[src/rtl/uart_alu_cmd_ctrl.sv]
// UART command sequencer: opcode + multi-byte operands in, ALU result bytes out (LSB first).
// Optional checksum framing on both directions when UART_ALU_CHECKSUM_EN is defined.
module uart_alu_cmd_ctrl #(
    parameter int         DATA_WIDTH   = 8,
    parameter int         TIMEOUT_CLKS = 2_604_000,
    parameter logic [7:0] ERR_CODE     = 8'hEE
) (
    input  logic                  i_clk,
    input  logic                  i_reset,
    input  logic                  i_rx_done,
    input  logic [7:0]            i_rx_data,
    input  logic                  i_tx_done,
    output logic                  o_tx_start,
    output logic [7:0]            o_tx_data,
    output logic [DATA_WIDTH-1:0] o_alu_a,
    output logic [DATA_WIDTH-1:0] o_alu_b,
    output logic [5:0]            o_alu_op,
    input  logic [DATA_WIDTH-1:0] i_alu_result,
    output logic                  o_busy,
    output logic                  o_err_op,
    output logic                  o_timeout
);

    localparam int NB = DATA_WIDTH / 8;
    localparam int TO_W = $clog2(TIMEOUT_CLKS + 1);
    localparam logic [TO_W-1:0] TO_LAST = TO_W'(TIMEOUT_CLKS - 1);
    localparam logic [2:0] NB_LAST = 3'(NB - 1);
`ifdef UART_ALU_CHECKSUM_EN
    localparam logic [2:0] RES_LEN = 3'(NB + 1);
    localparam logic [2:0] ERR_LEN = 3'd2;
`else
    localparam logic [2:0] RES_LEN = 3'(NB);
    localparam logic [2:0] ERR_LEN = 3'd1;
`endif

    typedef enum logic [2:0] {
        IDLE,
        RX_A,
        RX_B,
        RX_CHK,
        EXEC,
        TX_START,
        TX_WAIT
    } state_t;

    state_t                  state_reg, state_next;
    logic [2:0]              cnt_reg, cnt_next;
    logic [2:0]              len_reg, len_next;
    logic [TO_W-1:0]         to_cnt_reg, to_cnt_next;
    logic [DATA_WIDTH-1:0]   result_reg, result_next;
    logic [7:0]              tx_data_reg, tx_data_next;
    logic [DATA_WIDTH-1:0]   alu_a_reg, alu_a_next;
    logic [DATA_WIDTH-1:0]   alu_b_reg, alu_b_next;
    logic [5:0]              alu_op_reg, alu_op_next;
    logic                    err_op_reg, err_op_next;
    logic                    timeout_reg, timeout_next;
`ifdef UART_ALU_CHECKSUM_EN
    logic [7:0]              rx_xor_reg, rx_xor_next;
    logic [7:0]              tx_xor_reg, tx_xor_next;
`endif

    logic [7:0] result_byte [NB];
    logic [2:0] tx_idx;
    logic [7:0] tx_byte;

    generate
        for (genvar gi = 0; gi < NB; gi++) begin : g_result_bytes
            assign result_byte[gi] = result_reg[8*gi +: 8];
        end
    endgenerate

    function automatic logic opcode_valid(input logic [7:0] b);
        case (b)
            8'h20, 8'h22, 8'h24, 8'h25, 8'h26, 8'h27, 8'h02, 8'h03: return 1'b1;
            default: return 1'b0;
        endcase
    endfunction

    always_comb begin
        state_next   = state_reg;
        cnt_next     = cnt_reg;
        len_next     = len_reg;
        to_cnt_next  = to_cnt_reg;
        result_next  = result_reg;
        tx_data_next = tx_data_reg;
        alu_a_next   = alu_a_reg;
        alu_b_next   = alu_b_reg;
        alu_op_next  = alu_op_reg;
        err_op_next  = 1'b0;
        timeout_next = 1'b0;
`ifdef UART_ALU_CHECKSUM_EN
        rx_xor_next  = rx_xor_reg;
        tx_xor_next  = tx_xor_reg;
`endif

        // Byte that follows the one currently on the wire
        tx_idx  = cnt_reg + 3'd1;
        tx_byte = 8'h00;
        for (int i = 0; i < NB; i++) begin
            if (tx_idx == 3'(i)) tx_byte = result_byte[i];
        end
`ifdef UART_ALU_CHECKSUM_EN
        if (tx_idx == len_reg - 3'd1) tx_byte = tx_xor_reg;
`endif

        case (state_reg)
            IDLE: begin
                if (i_rx_done) begin
                    cnt_next = '0;
                    if (opcode_valid(i_rx_data)) begin
                        alu_op_next = i_rx_data[5:0];
                        to_cnt_next = '0;
                        state_next  = RX_A;
`ifdef UART_ALU_CHECKSUM_EN
                        rx_xor_next = i_rx_data;
`endif
                    end else begin
                        err_op_next  = 1'b1;
                        tx_data_next = ERR_CODE;
                        len_next     = ERR_LEN;
                        state_next   = TX_START;
`ifdef UART_ALU_CHECKSUM_EN
                        tx_xor_next  = '0;
`endif
                    end
                end
            end
            RX_A, RX_B, RX_CHK: begin
                if (i_rx_done) begin
                    // A received byte beats a simultaneous timeout expiry
                    to_cnt_next = '0;
`ifdef UART_ALU_CHECKSUM_EN
                    rx_xor_next = rx_xor_reg ^ i_rx_data;
`endif
                    if (state_reg == RX_A) begin
                        for (int i = 0; i < NB; i++) begin
                            if (cnt_reg == 3'(i)) alu_a_next[8*i +: 8] = i_rx_data;
                        end
                        if (cnt_reg == NB_LAST) begin
                            cnt_next   = '0;
                            state_next = RX_B;
                        end else begin
                            cnt_next = cnt_reg + 3'd1;
                        end
                    end else if (state_reg == RX_B) begin
                        for (int i = 0; i < NB; i++) begin
                            if (cnt_reg == 3'(i)) alu_b_next[8*i +: 8] = i_rx_data;
                        end
                        if (cnt_reg == NB_LAST) begin
                            cnt_next = '0;
`ifdef UART_ALU_CHECKSUM_EN
                            state_next = RX_CHK;
`else
                            state_next = EXEC;
`endif
                        end else begin
                            cnt_next = cnt_reg + 3'd1;
                        end
                    end
`ifdef UART_ALU_CHECKSUM_EN
                    else begin
                        if (i_rx_data == rx_xor_reg) begin
                            state_next = EXEC;
                        end else begin
                            err_op_next  = 1'b1;
                            tx_data_next = ERR_CODE;
                            len_next     = ERR_LEN;
                            cnt_next     = '0;
                            tx_xor_next  = '0;
                            state_next   = TX_START;
                        end
                    end
`endif
                end else if (to_cnt_reg == TO_LAST) begin
                    timeout_next = 1'b1;
                    cnt_next     = '0;
                    to_cnt_next  = '0;
                    state_next   = IDLE;
                end else begin
                    to_cnt_next = to_cnt_reg + TO_W'(1);
                end
            end
            EXEC: begin
                result_next  = i_alu_result;
                tx_data_next = i_alu_result[7:0];
                len_next     = RES_LEN;
                cnt_next     = '0;
                state_next   = TX_START;
`ifdef UART_ALU_CHECKSUM_EN
                tx_xor_next  = '0;
`endif
            end
            TX_START: begin
`ifdef UART_ALU_CHECKSUM_EN
                tx_xor_next = tx_xor_reg ^ tx_data_reg;
`endif
                state_next = TX_WAIT;
            end
            TX_WAIT: begin
                if (i_tx_done) begin
                    if (tx_idx < len_reg) begin
                        cnt_next     = tx_idx;
                        tx_data_next = tx_byte;
                        state_next   = TX_START;
                    end else begin
                        cnt_next   = '0;
                        state_next = IDLE;
                    end
                end
            end
            default: state_next = IDLE;
        endcase
    end

    always_ff @(posedge i_clk or posedge i_reset) begin
        if (i_reset) begin
            state_reg   <= IDLE;
            cnt_reg     <= '0;
            len_reg     <= '0;
            to_cnt_reg  <= '0;
            result_reg  <= '0;
            tx_data_reg <= '0;
            alu_a_reg   <= '0;
            alu_b_reg   <= '0;
            alu_op_reg  <= '0;
            err_op_reg  <= 1'b0;
            timeout_reg <= 1'b0;
`ifdef UART_ALU_CHECKSUM_EN
            rx_xor_reg  <= '0;
            tx_xor_reg  <= '0;
`endif
        end else begin
            state_reg   <= state_next;
            cnt_reg     <= cnt_next;
            len_reg     <= len_next;
            to_cnt_reg  <= to_cnt_next;
            result_reg  <= result_next;
            tx_data_reg <= tx_data_next;
            alu_a_reg   <= alu_a_next;
            alu_b_reg   <= alu_b_next;
            alu_op_reg  <= alu_op_next;
            err_op_reg  <= err_op_next;
            timeout_reg <= timeout_next;
`ifdef UART_ALU_CHECKSUM_EN
            rx_xor_reg  <= rx_xor_next;
            tx_xor_reg  <= tx_xor_next;
`endif
        end
    end

    assign o_tx_start = (state_reg == TX_START);
    assign o_tx_data  = tx_data_reg;
    assign o_alu_a    = alu_a_reg;
    assign o_alu_b    = alu_b_reg;
    assign o_alu_op   = alu_op_reg;
    assign o_busy     = (state_reg != IDLE);
    assign o_err_op   = err_op_reg;
    assign o_timeout  = timeout_reg;

endmodule

[config.mk]
export PLATFORM = sky130hd
export DESIGN_NAME = uart_alu_cmd_ctrl
export DESIGN_NICKNAME = d
export VERILOG_FILES = /design/src/rtl/uart_alu_cmd_ctrl.sv
export SDC_FILE = /design/constraint.sdc
export NUM_CORES = 1
export LEC_CHECK = 0
export BUFFER_PORTS_ARGS = -buffer_cell sky130_fd_sc_hd__clkbuf_2
export CAP_MARGIN = 30
export CORE_ASPECT_RATIO = 1.75
export CORE_MARGIN = 10
export CORE_UTILIZATION = 63
export CTS_BUF_LIST = sky130_fd_sc_hd__clkbuf_4
export DETAILED_ROUTE_END_ITERATION = 10
export PLACE_DENSITY = 0.87
export SLEW_MARGIN = 40
export SYNTH_ARGS = -nofsm -noshare
export SYNTH_HDL_FRONTEND = slang
export SYNTH_SLANG_ARGS = --single-unit
export TNS_END_PERCENT = 10
[constraint.sdc]
create_clock -name i_clk -period 7.3 [get_ports i_clk]
set_clock_uncertainty 0.2 [all_clocks]
set_input_delay 1.095 -clock i_clk [delete_from_list [all_inputs] [get_ports i_clk]]
set_output_delay 1.095 -clock i_clk [all_outputs]
set_load 0.03 [all_outputs]
==> implementation parameters, run 1 <==
Parameter                              Value

Placed design
  Placed wire-length estimate ... 5800 um
  Final GP Congestion ... 0.877
  Count of placed standard cells including taps ... 429
  Port buffer count ... 53
  Placed standard-cell area ... 3740 um^2

Clocking
  Number of buffers added to fix hold violations after cts ... 0
  Total number of H-tree levels ... 3
  Bufs on Longest Clock Path ... 2
  Count of cells resized by post-cts repair ... 0
  Number of clock sinks ... 69
  Post-CTS setup buffer count ... 0
  Worst-Skew Late Latency ... 0.43 ns
  Cell chosen for the clock root ... sky130_fd_sc_hd__clkbuf_4
  Number of buffers added by the clock tree synthesis step ... 9
  Clock edge transition at the registers on the reported setup and hold paths ... 0.12 ns
  CTS tree ... done

Flow run
  Number of violations of the max-capacitance limit ... 0

Synthesis
  Count of warnings emitted by yosys ... 0
  Unique cell type count in the Yosys netlist ... 54
  Cell types with the largest area share after synthesis ... sky130_fd_sc_hd__dfrtp_1 50%, sky130_fd_sc_hd__mux2_2 12%, sky130_fd_sc_hd__nand2_1 2.5%
  Register area share after synthesis ... 0.502
  Commonest cells in the netlist ... 69 x sky130_fd_sc_hd__dfrtp_1, 37 x sky130_fd_sc_hd__mux2_2, 23 x sky130_fd_sc_hd__nand2_1, 16 x sky130_fd_sc_hd__nor2_1, 14 x sky130_fd_sc_hd__a21oi_1
  Cells after Synth ... 313
  Top cell type's share of synthesized area ... 0.502
  Most used standard cell by instance count after synthesis ... sky130_fd_sc_hd__dfrtp_1
  Flop and latch count out of synthesis ... 69
  Share of synthesized flip-flops with an asynchronous set or reset ... 1.00
  Number of enable flip-flop cells after synthesis ... 0
  Cell area after synthesis ... 3440 um^2
  Synth area leader ... sky130_fd_sc_hd__dfrtp_1
  Top FF cell, synth ... sky130_fd_sc_hd__dfrtp_1
  Average size of a mapped cell ... 11.0 um^2
  Nets in the synthesized netlist ... 337

Timing
  Number of pins exceeding their max-slew limit in the final report ... 0
  Final setup fails ... 0
  Sum of negative setup slack ... 0 ns
  Setup repair after global routing missed its margin ... false
  Slew margin rel. ... 0.538
  Highest Clock Rate ... 320 MHz
  Slew at the pin closest to its max-slew limit ... 0.691 ns
  Final cycle utilization of the critical path ... 0.429
  Final Hold Viols ... 0
  Final worst path period need ... 3.13 ns

Finish
  Fraction of final layout cells sized beyond drive strength 1 ... 0.329
  Post-layout utilization of the core ... 0.750
  Number of flip-flops under the largest register name ... 22
  Growth of design area from synthesis to finish ... 15.5%
  Net count, final ... 390
  Diode insertion count for antenna repair ... 0
  Cell area after layout ... 3980 um^2
  Count of non-filler cells in the finished layout ... 445

GRT
  Met3 capacity usage during global routing ... 0.0388
  Largest net degree at the start of global routing ... 70
  GR Layer Usage met1 ... 0.200
  Global routing usage on met2 ... 0.326
  Global-route wire length before repair ... 13300 um
  Total GRT Usage ... 0.190
  Highest-utilization routing layer at the global route stage ... met2
  Antenna violations before repair ... 0
  GRT overflow ... 0
  Via count of the first global-routing pass ... 2815

Outcome
  Status ... finished clean

Setup path
  Required arrival time at the worst endpoint ... 6.00 ns
  Data arrival time of the critical path ... 1.83 ns
  Kind of end point of the critical path ... output pin
  Worst Setup Path Type ... flop to output pin
  Worst Setup Start Kind ... flop
  Maximum net fanout on the critical path ... 13

Power and ir drop
  Leakage ... 1.79 nW
  Power share of the combinational group ... 0.403
  Switch share ... 0.403
  Cell internal pwr ... 0.000940 W
  PD cells ... 396 nW/um^2
  Relative contribution of sequential cells to total power ... 0.371
  Max IR drop VDD ... 319 uV
  Switch Pwr ... 0.000635 W
  Clock group share of total power ... 0.227
  Power after layout ... 0.00157 W

Detailed routing
  Via Count ... 2721
  DRC violation count after routing ... 0
  Post-DR vias/cell ... 6.11
  Final routed wirelength across all metal layers ... 8170 um
  1st-pass router iterations ... 4
  Count of nets left with antenna violations after detail routing ... 0
  DR WL/cell ... 18.3 um
  DRC violation total after the first TritonRoute iteration ... 219

Floorplanning
  Horizontal die dimension ... 75.9 um
  Number of top-level design ports ... 54
  Starting density of the core ... 0.650
  Die Outline Area ... 8940 um^2
  Area of the core ... 5300 um^2
  FP Rows ... 35
  Vertical die dimension ... 118 um

Worst hold path
  Hold/Removal Path Class ... flop to flop
-- placed cells by master (no fill, tap or decap), types with 2 or more instances in the layout --
cell and n:
sky130_fd_sc_hd__and3_1 5, sky130_fd_sc_hd__clkbuf_2 53, sky130_fd_sc_hd__nand4_1 7, sky130_fd_sc_hd__a41oi_1 3, sky130_fd_sc_hd__a22o_1 2, sky130_fd_sc_hd__clkbuf_4 9
sky130_fd_sc_hd__nand2_1 23, sky130_fd_sc_hd__or3_1 5, sky130_fd_sc_hd__nor3_1 3, sky130_fd_sc_hd__and2_1 6, sky130_fd_sc_hd__nor2b_1 2, sky130_fd_sc_hd__clkinv_4 2
sky130_fd_sc_hd__o31ai_1 2, sky130_fd_sc_hd__a21oi_1 14, sky130_fd_sc_hd__mux2_2 37, sky130_fd_sc_hd__and2b_1 2, sky130_fd_sc_hd__nand3_1 13, sky130_fd_sc_hd__nor2_1 16
sky130_fd_sc_hd__o311ai_0 2, sky130_fd_sc_hd__a31oi_1 11, sky130_fd_sc_hd__inv_1 9, sky130_fd_sc_hd__ha_1 4, sky130_fd_sc_hd__mux2i_1 3, sky130_fd_sc_hd__bufinv_16 4
sky130_fd_sc_hd__nor4_1 2, sky130_fd_sc_hd__a221o_1 7, sky130_fd_sc_hd__o211ai_1 3, sky130_fd_sc_hd__nand2b_1 7, sky130_fd_sc_hd__dfrtp_1 69, sky130_fd_sc_hd__and4_1 3
sky130_fd_sc_hd__a22oi_1 2, sky130_fd_sc_hd__a32oi_1 2, sky130_fd_sc_hd__o21ai_0 12
-- layer usage --
metal / up-vias / routed length [um]
met5: - / 0
met4: 0 / 336
met3: 28 / 399
met2: 79 / 4380
met1: 1332 / 3050
li1: 1282 / -
-- power groups by stage --
stage          clock network (W)  logic (W)  registers [W]
2_1_floorplan                  0   0.000349       0.000702
4_1_cts                 0.000358   0.000634       0.000580
3_3_place_gp                   0   0.000614       0.000580
5_1_grt                 0.000375   0.000683       0.000600
3_5_place_dp                   0   0.000630       0.000587
6_report                0.000357   0.000634       0.000584
-- area by class of cell --
type,instances,area (um^2)
clock buffer,9,67.6
clock inverter,7,146
fill,367,1320
inverter,10,37.5
multi-input combinational,221,1620
sequential,69,1730
tap,74,92.6
timing repair buffer,55,284
-- worst max-delay path, stage by stage, from the launching register on --
cell and delay [ns]:
sky130_fd_sc_hd__dfrtp_1 0.53, sky130_fd_sc_hd__nor2_1 0.49, sky130_fd_sc_hd__nand2_1 0.16, sky130_fd_sc_hd__clkbuf_2 0.22
-- final timing paths --
kind,to,startpoint,cells past startpoint,slack (ns)
worst max-delay path,o_busy,state_reg[1],3,4.17
worst min-delay path,len_reg[0],len_reg[0],1,0.28
worst max register to register,state_reg[0],to_cnt_reg[0],6,4.68
worst min register to register,len_reg[0],len_reg[0],1,0.28
max in group asynchronous,result_byte[5],i_reset,3,5.88
min in group asynchronous,o_alu_op[0],i_reset,3,0.59
-- cells by family (layout without fill, tap and decap cells) --
family,Yosys count,in the layout,synth area share
adders and majority gates,4,4,0.0145
AOI/OAI and AO/OA,71,71,0.144
muxes,41,41,0.134
DFF,69,69,0.502
and+or+nand+nor,104,104,0.170
buffers and inverters,23,81,0.0331
xor gates and xnor gates,1,1,0.00254
-- through the flow --
step                      hold WS (ns)  setup slack (ns)
after CTS                        0.281              4.22
after global placement           0.254              4.14
final                            0.282              4.17
after floorplan                  0.235              4.27
after detailed placement         0.256              3.99
after global routing             0.293              4.02
No activity file was read; power rests on OpenSTA's default activity.
==> run 2, diff against run 1 <==
--- a/config.mk
+++ b/config.mk
@@ -9,10 +9,10 @@
 export CAP_MARGIN = 30
 export CORE_ASPECT_RATIO = 1.75
 export CORE_MARGIN = 10
-export CORE_UTILIZATION = 63
+export CORE_UTILIZATION = 59
 export CTS_BUF_LIST = sky130_fd_sc_hd__clkbuf_4
 export DETAILED_ROUTE_END_ITERATION = 10
-export PLACE_DENSITY = 0.87
+export PLACE_DENSITY = 0.83
 export SLEW_MARGIN = 40
 export SYNTH_ARGS = -nofsm -noshare
 export SYNTH_HDL_FRONTEND = slang
==> constraint.sdc (replaced) <==
create_clock -name i_clk -period 3.2 [get_ports i_clk]
set_clock_uncertainty 0.2 [all_clocks]
set_input_delay 0.48 -clock i_clk [delete_from_list [all_inputs] [get_ports i_clk]]
set_output_delay 0.48 -clock i_clk [all_outputs]
set_load 0.03 [all_outputs]
==> run 2 against run 1 <==
First-iteration DRC count up 7.8%. Worst setup slack worse by 3.7 ns. Sequential share of layout area up 0.44 points. Clock-buffer cell count unchanged. Cell area down 1.0%. Critical endpoint is now to_cnt_reg[14].
==> implementation parameters, run 2 (synthesized netlist as in run 1, its figures left out) <==
Parameter                              Value

Outcome
  Status ... finished clean

Timing
  Final setup fails ... 0
  Final Hold Viols ... 0
  Final cycle utilization of the critical path ... 0.840
  Slew margin rel. ... 0.529
  Sum of negative setup slack ... 0 ns
  Highest Clock Rate ... 372 MHz
  Setup repair after global routing missed its margin ... false
  Slew at the pin closest to its max-slew limit ... 0.707 ns
  Number of pins exceeding their max-slew limit in the final report ... 0
  Final worst path period need ... 2.69 ns

Clocking
  Bufs on Longest Clock Path ... 2
  Total number of H-tree levels ... 3
  Number of buffers added by the clock tree synthesis step ... 9
  Clock edge transition at the registers on the reported setup and hold paths ... 0.13 ns
  CTS tree ... done
  Number of clock sinks ... 69
  Worst-Skew Late Latency ... 0.43 ns
  Post-CTS setup buffer count ... 0
  Cell chosen for the clock root ... sky130_fd_sc_hd__clkbuf_4

Setup path
  Cell chain of the critical path ... ha_1 -> or4b_4 -> nor4_4 -> a21oi_2 -> buf_4 -> a41oi_1 -> a31oi_1
  Largest stage delay, worst path ... 0.49 ns
  Maximum net fanout on the critical path ... 17
  Kind of end point of the critical path ... flop
  Required arrival time at the worst endpoint ... 3.33 ns
  Worst Setup Path Type ... flop to flop
  Critical Path Slowest Stage Cell ... sky130_fd_sc_hd__or4b_4
  Worst Setup Start Kind ... flop
  Data arrival time of the critical path ... 2.82 ns

GRT
  Total GRT Usage ... 0.176
  GRT overflow ... 0
  Via count of the first global-routing pass ... 2814
  Global-route wire length before repair ... 13400 um
  Antenna violations before repair ... 0
  Largest net degree at the start of global routing ... 27

Floorplanning
  Horizontal die dimension ... 77.7 um
  Die Outline Area ... 9410 um^2
  FP Rows ... 36
  Vertical die dimension ... 121 um
  Area of the core ... 5630 um^2
  Number of top-level design ports ... 54
  Starting density of the core ... 0.611

Placed design
  Final GP Congestion ... 0.877
  Port buffer count ... 53
  Placed wire-length estimate ... 6120 um
  Placed standard-cell area ... 3780 um^2

Detailed routing
  Via Count ... 2730
  DRC violation count after routing ... 0
  1st-pass router iterations ... 4
  DR WL/cell ... 18.1 um
  Count of nets left with antenna violations after detail routing ... 0
  Final routed wirelength across all metal layers ... 8200 um
  DRC violation total after the first TritonRoute iteration ... 236
  Post-DR vias/cell ... 6.03

Worst hold path
  Hold/Removal Path Class ... primary input to flop

Power and ir drop
  Max IR drop VDD ... 724 uV
  Power after layout ... 0.00337 W
  PD cells ... 856 nW/um^2
  Leakage ... 1.77 nW

Finish
  Most frequent cells in the layout ... 69 x sky130_fd_sc_hd__dfrtp_1, 53 x sky130_fd_sc_hd__clkbuf_2, 37 x sky130_fd_sc_hd__mux2_2
  Post-layout utilization of the core ... 0.699
  Fraction of final layout cells sized beyond drive strength 1 ... 0.332
  Diode insertion count for antenna repair ... 0
  Growth of design area from synthesis to finish ... 14.3%
  Net count, final ... 396
  Leading cell type in the layout, fill and taps excluded ... sky130_fd_sc_hd__dfrtp_1
  Cell area after layout ... 3940 um^2
  Number of flip-flops under the largest register name ... 22

Flow run
  Number of violations of the max-capacitance limit ... 0
==> run 2: cell count changes in the layout (fill, tap and decap cells not counted), sizes merged <==
cell / change
buf: +5
bufinv: -3
clkinvlp: +3
clkinv: +1
dlygate4sd3: +1
inv: -1
==> run 2: path summary, 6_finish.rpt <==
path,from,end,slack (ns),cells past startpoint
max in group asynchronous,i_reset,o_tx_data[4],1.68,4
worst min register to register,o_alu_op[4],o_alu_op[4],0.30,1
worst max-delay path,to_cnt_reg[0],to_cnt_reg[14],0.51,7
worst min-delay path,i_alu_result[1],result_byte[1],0.1,2
worst max register to register,to_cnt_reg[0],to_cnt_reg[14],0.51,7
min in group asynchronous,i_reset,o_alu_op[0],0.41,3
==> run 2: cell type report <==
class | instances | area [um^2]
Clock inverter | 7 | 66.3
Clock buffer | 9 | 67.6
Fill cell | 433 | 1700
Tap cell | 76 | 95.1
Timing Repair Buffer | 61 | 328
Sequential cell | 69 | 1730
Inverter | 10 | 37.5
Multi-Input combinational cell | 221 | 1610
==> run 2: where the power goes <==
part / internal [W] / leakage, nW / switching, W / total (W)
clock: 0.000232 / 0.0654 / 0.000327 / 0.000559
sequential: 0.00112 / 0.874 / 0.000167 / 0.00129
combinational: 0.000573 / 0.828 / 0.000946 / 0.00152
==> run 2: worst max-delay path, delay by kind of cell (launching register included) <==
family          cells  cell delay (ns)
flops               1             0.44
compound gates      3             0.54
buf+inv             1             0.27
fa+ha+maj           1             0.23
simple gates        2             0.91
==> run 2: routing by layer <==
layer	vias to the layer above	routed length [um]	track usage
met3	25	294	0.0534
met2	73	4460	0.311
met1	1341	3170	0.184
met4	0	276	0.0849
met5	-	0	0
li1	1291	-	-
==> run 2: repair_timing <==
item                                    CTS  global route
endpoints found under the hold margin    24             0
gates resized for setup                   0             0
endpoints found under the setup margin    0             0
hold buffers                              1             0
==> run 2: stage by stage <==
step / instances / hold WS [ns] / worst slack, ns
3_3_place_gp: 436 / 0.271 / 0.645
3_5_place_dp: 436 / 0.274 / 0.525
4_1_cts: 453 / 0.0836 / 0.529
2_1_floorplan: 313 / 0.235 / 0.780
5_1_grt: 453 / 0.0845 / 0.325
6_report: 453 / 0.0973 / 0.511
==> run 3, diff against run 2 <==
--- a/config.mk
+++ b/config.mk
@@ -9,10 +9,10 @@
 export CAP_MARGIN = 30
 export CORE_ASPECT_RATIO = 1.75
 export CORE_MARGIN = 10
-export CORE_UTILIZATION = 59
+export CORE_UTILIZATION = 53
 export CTS_BUF_LIST = sky130_fd_sc_hd__clkbuf_4
 export DETAILED_ROUTE_END_ITERATION = 10
-export PLACE_DENSITY = 0.83
+export PLACE_DENSITY = 0.78
 export SLEW_MARGIN = 40
 export SYNTH_ARGS = -nofsm -noshare
 export SYNTH_HDL_FRONTEND = slang
==> constraint.sdc (replaced) <==
create_clock -name i_clk -period 2.3 [get_ports i_clk]
set_clock_uncertainty 0.2 [all_clocks]
set_input_delay 0.345 -clock i_clk [delete_from_list [all_inputs] [get_ports i_clk]]
set_output_delay 0.345 -clock i_clk [all_outputs]
set_load 0.03 [all_outputs]
==> run 3 against run 2 <==
Critical path depth shrank 1. Utilization shrank 0.89 points. First-iteration DRC count shrank 29%. Final cell count grew 8.2%. Clock power grew 79%. Register-to-register slack lost 0.49 ns.
==> implementation parameters, run 3 (synthesized netlist as in run 1, its figures left out) <==
Parameter                              Value

Placed design
  Final GP Congestion ... 0.822
  Port buffer count ... 53
  Placed wire-length estimate ... 5910 um

Clocking
  CTS tree ... done
  Number of clock sinks ... 69
  Clock edge transition at the registers on the reported setup and hold paths ... 0.11 ns
  Cell chosen for the clock root ... sky130_fd_sc_hd__clkbuf_4
  Post-CTS setup buffer count ... 0
  Bufs on Longest Clock Path ... 2
  Total number of H-tree levels ... 3
  Number of buffers added by the clock tree synthesis step ... 9
  Worst-Skew Late Latency ... 0.43 ns

Setup path
  Kind of end point of the critical path ... flop
  Data arrival time of the critical path ... 2.39 ns
  Register-to-Register Path Depth ... 6
  Maximum net fanout on the critical path ... 5
  Required arrival time at the worst endpoint ... 2.42 ns
  Worst Setup Start Kind ... flop
  Worst Setup Path Type ... flop to flop

Timing
  Final worst path period need ... 2.27 ns
  Final setup fails ... 0
  Setup repair after global routing missed its margin ... true
  Final Hold Viols ... 0
  Number of pins exceeding their max-slew limit in the final report ... 0
  Slew at the pin closest to its max-slew limit ... 0.378 ns
  Slew margin rel. ... 0.748
  Highest Clock Rate ... 440 MHz
  Final cycle utilization of the critical path ... 0.989
  Final hold slack ... 0.0377 ns

Finish
  Post-layout utilization of the core ... 0.690
  Net count, final ... 428
  Total area of multi-input combinational cells ... 1640 um^2
  Sequential cell area ... 1730 um^2
  Number of flip-flops under the largest register name ... 22
  Leading cell type in the layout, fill and taps excluded ... sky130_fd_sc_hd__dfrtp_1
  Growth of design area from synthesis to finish ... 25.8%
  Fraction of final layout cells sized beyond drive strength 1 ... 0.362
  Number of fill cells ... 499
  Most frequent cells in the layout ... 69 x sky130_fd_sc_hd__dfrtp_1, 53 x sky130_fd_sc_hd__clkbuf_2, 37 x sky130_fd_sc_hd__mux2_2

Power and ir drop
  Leakage ... 1.96 nW
  PD cells ... 1170 nW/um^2
  Max IR drop VDD ... 810 uV

Outcome
  Status ... finished clean

Floorplanning
  Die Outline Area ... 10200 um^2
  Area of the core ... 6280 um^2
  Starting density of the core ... 0.548
  Number of top-level design ports ... 54
  FP Rows ... 38
  Horizontal die dimension ... 80.9 um
  Vertical die dimension ... 127 um

Flow run
  Number of violations of the max-capacitance limit ... 0

Detailed routing
  Via Count ... 2819
  Count of nets left with antenna violations after detail routing ... 0
  DR WL/cell ... 17.7 um
  DRC violation count after routing ... 0
  1st-pass router iterations ... 4
  Post-DR vias/cell ... 5.75
  Final routed wirelength across all metal layers ... 8690 um
  DRC violation total after the first TritonRoute iteration ... 168

GRT
  Via count of the first global-routing pass ... 2948
  Total GRT Usage ... 0.178
  Antenna violations before repair ... 1
  Largest net degree at the start of global routing ... 70
  GRT overflow ... 0
  Global-route wire length before repair ... 14400 um

Worst hold path
  Worst hold stages ... 2
  Hold/Removal Path Class ... primary input to flop
==> run 3: cell count changes in the layout (fill, tap and decap cells not counted), moves of 2 or more <==
cell	previous run	this run
sky130_fd_sc_hd__dlygate4sd3_1	1	17
sky130_fd_sc_hd__buf_4	7	21
sky130_fd_sc_hd__clkinvlp_4	3	1
sky130_fd_sc_hd__bufinv_16	1	3
sky130_fd_sc_hd__a41oi_2	0	2
sky130_fd_sc_hd__a41oi_1	3	1
sky130_fd_sc_hd__buf_12	0	2
==> run 3: layer usage <==
layer / vias up / track usage / share of wire
met4: 0 / 0.0747 / 0.019
met5: - / 0 / 0
met3: 13 / 0.0601 / 0.043
li1: 1353 / - / -
met1: 1389 / 0.187 / 0.37
met2: 64 / 0.309 / 0.56
==> run 3: final timing paths <==
kind | start | to | slack (ns)
min in group asynchronous | i_reset | o_alu_b[7] | 0.30
setup / recovery | to_cnt_reg[0] | cnt_reg[0] | 0.03
hold / removal | i_rx_data[5] | o_alu_b[5] | 0.04
setup reg to reg | to_cnt_reg[0] | cnt_reg[0] | 0.03
max in group asynchronous | i_reset | cnt_reg[0] | 1.27
hold reg to reg | len_reg[0] | len_reg[0] | 0.28
==> run 3: through the flow <==
step	total power (W)	instance area (um^2)	setup WS, ns	instances	TNS [ns]
after floorplan	0.00333	3440	0.0151	313	0
after global placement	0.00398	3930	0.0624	456	0
after detailed placement	0.00405	3930	0.0393	456	0
after CTS	0.00507	4290	0.0151	489	0
after global routing	0.00536	4330	-0.0856	490	-0.180
final	0.00507	4330	0.0257	490	0
==> run 3: layout make-up <==
cell class / instances / share of cell area
Antenna cell: 1 / 0.000578
Clock buffer: 10 / 0.0173
Clock inverter: 6 / 0.0257
Inverter: 10 / 0.00867
Multi-Input combinational cell: 221 / 0.380
Sequential cell: 69 / 0.399
Tap cell: 80 / 0.0231
Timing Repair Buffer: 93 / 0.146
==> run 3: critical path: stages, from the launching register on <==
cell and delay [ns]:
sky130_fd_sc_hd__dfrtp_1 0.38, sky130_fd_sc_hd__ha_2 0.20, sky130_fd_sc_hd__or4b_4 0.47, sky130_fd_sc_hd__nor4_4 0.25, sky130_fd_sc_hd__o211ai_2 0.18, sky130_fd_sc_hd__nand2b_4 0.19, sky130_fd_sc_hd__mux2_4 0.29
==> run 3: what timing repair did <==
action                                  4_1_cts  5_1_grt
gates resized for setup                       0        8
hold buffers                                 17        0
endpoints found under the setup margin        0       17
endpoints found under the hold margin        92        0
==> run 3: power by group <==
part | switching, W | total [W] | internal, W
sequential | 0.000198 | 0.00176 | 0.00157
clock | 0.000440 | 0.00100 | 0.000562
combinational | 0.00139 | 0.00231 | 0.000912
